[src/rtl/if_stage.sv]
// if_stage: instruction fetch PC and imem read handshake feeding the IF/ID register.
module if_stage #(
    parameter logic [29:0] RESET_VECTOR = 30'h0,
    parameter logic [31:0] NOP_INSN     = 32'h0
) (
    input  logic        clk,
    input  logic        reset,
    input  logic        stall,
    input  logic        flush,
    input  logic [29:0] new_pc,
    input  logic        br_taken,
    input  logic [29:0] br_addr,
    output logic        imem_req,
    output logic [29:0] imem_addr,
    input  logic        imem_rdy,
    input  logic [31:0] imem_rd_data,
    output logic [29:0] if_pc,
    output logic [31:0] if_insn,
    output logic        if_en
);
    typedef enum logic [1:0] {IDLE, FETCH, HOLD} state_t;

    state_t      state_q, state_d;
    logic [29:0] addr_q, addr_d, pc_q, pc_d, pend_q, pend_d, buf_pc_q, buf_pc_d;
    logic [31:0] insn_q, insn_d, buf_insn_q, buf_insn_d;
    logic        en_q, en_d, squash_q, squash_d;
    logic        brk, redir;
    logic [29:0] target;

    assign brk       = br_taken & en_q & ~stall;
    assign redir     = flush | brk;
    assign target    = flush ? new_pc : br_addr;
    assign imem_req  = (state_q == FETCH) & ~reset;
    assign imem_addr = addr_q;
    assign if_pc     = pc_q;
    assign if_insn   = insn_q;
    assign if_en     = en_q;

    always_comb begin
        state_d    = state_q;
        addr_d     = addr_q;
        pc_d       = pc_q;
        insn_d     = insn_q;
        en_d       = en_q;
        squash_d   = squash_q;
        pend_d     = pend_q;
        buf_pc_d   = buf_pc_q;
        buf_insn_d = buf_insn_q;
        case (state_q)
            IDLE: begin
                state_d = FETCH;
                addr_d  = redir ? target : addr_q;
            end
            FETCH: begin
                if (imem_rdy) begin
                    if (squash_q || redir) begin
                        // Squashed or redirected data is dropped; a fresh redirect beats the pending one.
                        squash_d = 1'b0;
                        addr_d   = redir ? target : pend_q;
                        en_d     = redir ? 1'b0 : en_q;
                        insn_d   = redir ? NOP_INSN : insn_q;
                    end else if (!stall) begin
                        insn_d = imem_rd_data;
                        pc_d   = addr_q;
                        en_d   = 1'b1;
                        addr_d = addr_q + 30'd1;
                    end else begin
                        buf_insn_d = imem_rd_data;
                        buf_pc_d   = addr_q;
                        addr_d     = addr_q + 30'd1;
                        state_d    = HOLD;
                    end
                end else if (redir) begin
                    // Address must stay stable until rdy, so remember the target instead.
                    en_d     = 1'b0;
                    insn_d   = NOP_INSN;
                    pend_d   = target;
                    squash_d = 1'b1;
                end else if (!stall) begin
                    en_d = 1'b0;
                end
            end
            HOLD: begin
                if (redir) begin
                    addr_d  = target;
                    en_d    = 1'b0;
                    insn_d  = NOP_INSN;
                    state_d = FETCH;
                end else if (!stall) begin
                    insn_d  = buf_insn_q;
                    pc_d    = buf_pc_q;
                    en_d    = 1'b1;
                    state_d = FETCH;
                end
            end
            default: state_d = IDLE;
        endcase
    end

    always_ff @(posedge clk) begin
        if (reset) begin
            state_q    <= IDLE;
            addr_q     <= RESET_VECTOR;
            pc_q       <= 30'h0;
            insn_q     <= NOP_INSN;
            en_q       <= 1'b0;
            squash_q   <= 1'b0;
            pend_q     <= 30'h0;
            buf_pc_q   <= 30'h0;
            buf_insn_q <= 32'h0;
        end else begin
            state_q    <= state_d;
            addr_q     <= addr_d;
            pc_q       <= pc_d;
            insn_q     <= insn_d;
            en_q       <= en_d;
            squash_q   <= squash_d;
            pend_q     <= pend_d;
            buf_pc_q   <= buf_pc_d;
            buf_insn_q <= buf_insn_d;
        end
    end
endmodule

[config.mk]
export PLATFORM = sky130hd
export DESIGN_NAME = if_stage
export DESIGN_NICKNAME = d
export VERILOG_FILES = /design/src/rtl/if_stage.sv
export SDC_FILE = /design/constraint.sdc
export NUM_CORES = 1
export LEC_CHECK = 0
export CELL_PAD_IN_SITES_DETAIL_PLACEMENT = 0
export CELL_PAD_IN_SITES_GLOBAL_PLACEMENT = 1
export CORE_UTILIZATION = 41
export DETAILED_ROUTE_END_ITERATION = 10
export HOLD_SLACK_MARGIN = 0.02
export PLACE_DENSITY_LB_ADDON = 0.1
export SLEW_MARGIN = 15
export SYNTH_ARGS = -nofsm -noshare
export SYNTH_HDL_FRONTEND = slang
export SYNTH_SLANG_ARGS = --single-unit
export TNS_END_PERCENT = 5
[constraint.sdc]
create_clock -name clk -period 3.95 [get_ports clk]
set_input_delay 0.79 -clock clk [delete_from_list [all_inputs] [get_ports clk]]
set_output_delay 0.79 -clock clk [all_outputs]
set_load 0.03 [all_outputs]
==> results of run 1 <==
## worst min-delay path, stage by stage (launching register included)
cell	delay [ns]
dfxtp_1	0.31
nand2_1	0.05
a21oi_1	0.05
## power breakdown
part,internal [mW],switching [mW],total (mW)
Clock,0.844,0.811,1.65
Sequential,2.07,0.197,2.26
Combinational,0.610,0.831,1.44
Total,3.52,1.84,5.36
## worst max-delay path by stage
stage | start | endpoint | slack, ns | depth (start not counted)
finish | state_q[0]$_SDFFE_PP0P_ | imem_req | 0.82 | 3
global route | state_q[0]$_SDFFE_PP0P_ | imem_req | 0.73 | 3
CTS | state_q[0]$_SDFFE_PP0P_ | imem_req | 0.81 | 3
detailed placement | stall | imem_addr[26]$_SDFFE_PP0P_ | 0.62 | 6
global placement | stall | imem_addr[26]$_SDFFE_PP0P_ | 0.68 | 6
floorplan | reset | imem_req | 1.53 | 3
## registers in the layout (all words and copies together) (netlist names)
name,cells
squash_q,1
imem_addr,30
state_q,2
if_pc,30
pend_q,30
buf_insn_q,32
buf_pc_q,30
if_insn,32
if_en,1
## layer usage
layer | global-route usage, % | vias up
li1 | - | 4387
met1 | 34.8 | 4070
met2 | 36.4 | 269
met3 | 3.35 | 23
met4 | 6.33 | 0
met5 | 0 | -
## layout by cell type (no fill, tap or decap), types with 3 or more instances in the layout
master and count:
clkdlybuf4s50_1 189, inv_1 11, xor2_1 5, nand2b_1 9, a2bb2oi_1 32, mux2i_1 71, xnor2_1 6, nand4_1 7
a211oi_1 97, or4_1 5, nor2_1 118, nand2_1 155, o32ai_1 6, buf_4 19, clkbuf_16 17, nor2b_1 6
clkinv_4 4, o31ai_1 9, nand3_1 20, nor4_1 7, nor4b_1 3, o211ai_1 6, and3_1 11, ha_1 3
a21oi_1 126, buf_12 4, nor3_1 16, dfxtp_1 188, inv_8 3, o21ai_0 24, and4_1 36, a31oi_1 8
## cells by family after synthesis
kind of cell    after synthesis  share of synthesized area [%]
buf+inv                     121                           5.64
xor+xnor                     11                           1.03
fa+ha+maj                     4                          0.533
mux                          73                           7.80
compound gates              323                           22.8
flops                       188                           40.0
simple gates                416                           22.1
## final cells by class
| cell class | count | area share (%) |
|---|---|---|
| multi-input cells | 827 | 42.9 |
| repair buffers | 214 | 17.8 |
| clock inverters | 12 | 0.886 |
| clock buffers | 20 | 3.72 |
| inverters | 12 | 0.375 |
| flip-flops and latches | 188 | 31.4 |
| well taps | 285 | 2.97 |
==> results_dict.tcl, run 1 <==
set metrics [dict create \
    die-area_um2 23500 \
    final_core_util_pct 53.2 \
    final_nets 1362 \
    route.met2.wl_um 12500 \
    root_buffer "clkbuf_16" \
    seqCellArea_um2 3760 \
    clk_latency_ns 0.44 \
    dp.cells 1526 \
    cap_violations 0 \
    wl_per_cell_um 18.0 \
    rows 55 \
    fin_setup_tns_ns 0 \
    gr-usage-all-layers_pct 23.8 \
    dr.pass1.iters 5 \
    powerDensity_nw_per_um2 446 \
    drt-initial-drc-count 627 \
    wl_met3_um 1500 \
    yosysWarningCount 0 \
    clkSinkCount 188 \
    synth.top_cell.area_share_pct 40.0 \
    rrSetupSlack_ns 1.10 \
    async_reset_ff_share_pct 0 \
    vias 8749 \
    max_freq_mhz 320 \
    viasPerCell 5.62 \
    gp_congestion 0.794 \
    setup_viol 0 \
    cp_top_family "buffers and inverters" \
    area_delta_synth_final_pct 27.7 \
    die_h_um 153 \
    fin_skew_ns 0.0138 \
    ant_nets 0 \
    clockBufferDepth 2 \
    fin_area_um2 12000 \
    status "finished, final reports clean" \
    cp-end-kind "output pin" \
    cpPeakStageDelay_ns 0.70 \
    syn_avg_cell_area_um2 8.27 \
    synthCells 1136 \
    yosysMostFrequentCell "dfxtp_1" \
    critPathRequiredTime_ns 3.16 \
    cts_resized 0 \
    whs_ns 0.455 \
    diodes 0 \
    dp_hpwl_um 17800 \
    totalPowerFinal_mw 5.36 \
    coreArea_um2 22600 \
    cts_tree "built" \
    critical_path_class "register to output pin" \
    start_util_pct 41.6 \
    regToRegEndpoint "imem_addr[26]$_SDFFE_PP0P_" \
    critPathArrivalTime_ns 2.34 \
    grt_pass1_wl_um 45000 \
    max_slew_margin_pct 34.1 \
    die-width_um 153 \
    finalHoldViolations 0 \
    start_kind "register" \
    cellLeakagePower_nw 4.10 \
    wirelength_um 28000 \
    peakVddDrop_uv 356 \
    netlist_top_cells_count "dfxtp_1, nand2_1, a21oi_1" \
    pin_count 192 \
    yosys_most_used_dff "dfxtp_1" \
    ctsHoldBuffers 0 \
    port_buffers 191 \
    crit_buf_inv 1 \
    synth-edff-count 0 \
    r2r_start "state_q[0]$_SDFFE_PP0P_" \
    layout-drive-gt1-share_pct 5.89 \
    wl_met1_um 13700 \
    fin_crit_sh_pct 79.2 \
    cts.clk_slew.worst_paths_ns 0.07 \
    multi_input_area_um2 5150 \
    worstMarginPinSlew_ns 0.989 \
    drc 0 \
    ff2ff_path_depth 7 \
    path_max_fanout 12 \
    ys_seq_area_share_pct 40.0 \
    routed.top_layer "met4" \
    antenna_found_initial 0 \
    setup_ws_ns 0.821 \
    hp-start "buf_pc_q[24]$_SDFFE_PP0P_" \
    cts-htree-levels 4 \
    grt_pass1_vias 8094 \
    hold_class "register to register" \
    grt_overflow 0 \
    hold-path-endpoint "buf_pc_q[24]$_SDFFE_PP0P_" \
    slowest_stage "clkdlybuf4s50_1" \
    ys_types 63 \
    ys_ff_latch 188 \
    rsz0062_at_grt "no" \
    cts_buffers 17 \
    grt_max_degree 154 \
    synth_nets 1238 \
    fillers 2174 \
    fin_cells 1558 \
    finalCriticalPeriod_ns 3.13 \
    synth_top_area_cell "dfxtp_1" \
    dp_slack_ns 0.622 \
    synth_area_um2 9400 \
    hold_depth 2 \
    placed_area_um2 11400 \
    cts_setup_buffers 0 \
    maxSlewViolCount 0 \
    synthTopCellsByArea "dfxtp_1, a211oi_1, mux2i_1" \
    critical_path.cell_chain "ha_1 > nor2b_1 > clkdlybuf4s50_1" \
]
Power figures use the tool's default switching activity.
==> run 2, diff against run 1 <==
CORE_UTILIZATION = 35   (was 41)
clock period = 2.6 ns   (was 3.95 ns; I/O delays follow)
==> run 2 against run 1 <==
Effect of this change:
- the flow now finishes with violations (design-rule violations)
- sequential power increased by 48%
- flip-flop and latch count unchanged
- critical path type unchanged
- cell area rose by 4.8%
- worst setup slack worse by 0.53 ns
- first-iteration DRC count rose by 16%
- clock skew fell by 0.0011 ns
- register-to-register slack got worse by 0.75 ns
- clock power grew 52%
- cell count is 7.0% higher
- critical path depth increased by 1
==> results_dict.tcl, run 2 (synthesized netlist as in run 1, its figures left out) <==
set metrics [dict create \
    p_seq_share_pct 40.1 \
    peakVddDrop_uv 287 \
    dp_hpwl_um 20300 \
    fillers 2636 \
    ant_nets 0 \
    clk_latency_ns 0.44 \
    gr-usage-all-layers_pct 22.2 \
    critical_path.cell_chain "inv_1 > ha_1 > nor2b_1 > dlygate4sd2_1" \
    grt_pass1_wl_um 49100 \
    ctsHoldBuffers 0 \
    slowest_stage "dlygate4sd2_1" \
    area_delta_synth_final_pct 33.9 \
    fin_setup_tns_ns 0 \
    clkSinkCount 188 \
    hp-start "buf_pc_q[23]$_SDFFE_PP0P_" \
    cp-startpoint "state_q[1]$_SDFFE_PP0P_" \
    path_max_fanout 6 \
    rows 59 \
    seqCellArea_um2 3760 \
    final_nets 1421 \
    cp-end-kind "output pin" \
    drc 9 \
    dr.pass1.iters 8 \
    start_kind "register" \
    cts_resized 1 \
    coreArea_um2 26200 \
    cellLeakagePower_nw 4.41 \
    cpPeakStageDelay_ns 0.44 \
    grt_overflow 0 \
    clockBufferDepth 2 \
    setup_viol 0 \
    fin_skew_ns 0.0127 \
    die-area_um2 27500 \
    most-common-layout-cells "dfxtp_1, clkdlybuf4s50_1, nand2_1" \
    max_slew_margin_pct 41.6 \
    cts-htree-levels 4 \
    violations "design-rule violations" \
    cts_setup_buffers 0 \
    worstMarginPinSlew_ns 0.876 \
    drt-initial-drc-count 729 \
    critical_path_class "register to output pin" \
    fin_crit_sh_pct 88.8 \
    rsz0062_at_grt "no" \
    wl_per_cell_um 17.9 \
    root_buffer "clkbuf_16" \
    die-width_um 166 \
    pin_count 192 \
    critPathArrivalTime_ns 1.79 \
    r2r_start "state_q[0]$_SDFFE_PP0P_" \
    gp_congestion 0.847 \
    finalCriticalPeriod_ns 2.31 \
    grt_pass1_vias 8698 \
    finalHoldViolations 0 \
    start_util_pct 35.9 \
    cap_violations 0 \
    cts_buffers 17 \
    grt_max_degree 76 \
    viasPerCell 5.39 \
    p_comb_share_pct 29.8 \
    die_h_um 166 \
    vias 8992 \
    hold_class "register to register" \
    wirelength_um 29900 \
    p_switching_mw 2.88 \
    pwr-share-clk_pct 30.1 \
    p_sw_share_pct 34.5 \
    cts.clk_slew.worst_paths_ns 0.07 \
    antenna_found_initial 0 \
    cp_top_family "buffers and inverters" \
    critPathRequiredTime_ns 2.08 \
    whs_ns 0.454 \
    status "finished, violations left" \
    powerDensity_nw_per_um2 663 \
    intPower_mw 5.46 \
    max_freq_mhz 433 \
    port_buffers 191 \
    layout-drive-gt1-share_pct 9.98 \
    diodes 0 \
    multi_input_area_um2 5150 \
    crit_buf_inv 2 \
    cts_tree "built" \
    maxSlewViolCount 0 \
]
## run 2: changes by cell type in the layout (fill, tap and decap cells not counted), moves of 2 or more
cell	previous run	this run
clkinv_4	4	2
buf_4	19	71
clkinvlp_4	2	5
buf_12	4	11
## run 2: layout make-up
class | count | area share (%)
inverters | 12 | 0.358
clock inverters | 12 | 0.865
repair buffers | 273 | 21.1
multi-input cells | 827 | 40.9
clock buffers | 20 | 3.47
flip-flops and latches | 188 | 29.9
well taps | 335 | 3.33
## run 2: power groups by stage
stage | sequential (mW) | clock (mW) | combinational, mW
2_1_floorplan | 3.78 | 0 | 1.03
3_3_place_gp | 3.41 | 0 | 2.47
3_5_place_dp | 3.41 | 0 | 2.49
4_1_cts | 3.34 | 2.59 | 2.49
5_1_grt | 3.38 | 2.69 | 2.69
6_report | 3.34 | 2.51 | 2.48
## run 2: final timing paths
check	end	slack [ns]	cells after the start
max	imem_req	0.29	4
min	buf_pc_q[23]$_SDFFE_PP0P_	0.45	2
max reg2reg	imem_addr[25]$_SDFFE_PP0P_	0.35	7
min reg2reg	buf_pc_q[23]$_SDFFE_PP0P_	0.45	2
## run 2: per-layer routing
metal	wire length, um	vias to the layer above	global-route usage, %
li1	-	4518	-
met1	14900	4229	32.5
met2	13400	231	33.8
met3	1470	14	3.69
met4	208	0	4.88
met5	0	-	0
## run 2: per-stage QoR
step | utilization, % | power, mW | worst slack (ns) | instance area [um^2] | cells
6_report | 48.0 | 8.34 | 0.292 | 12600 | 1667
5_1_grt | 48.0 | 8.77 | 0.186 | 12600 | 1667
4_1_cts | 48.0 | 8.43 | 0.257 | 12600 | 1667
3_5_place_dp | 45.9 | 5.89 | -0.0353 | 12000 | 1635
3_3_place_gp | 45.9 | 5.88 | -0.00375 | 12000 | 1635
2_1_floorplan | - | 4.81 | 0.319 | 9400 | 1136
## run 2: worst reg2reg max path, delay by kind of cell (launching register included)
family                   cells  cell delay, ns
AO/OA/AOI/OAI                2            0.30
flip-flops                   1            0.36
buffers and inverters        1            0.12
adder cells (fa/ha/maj)      1            0.23
AND/OR/NAND/NOR              3            1.11
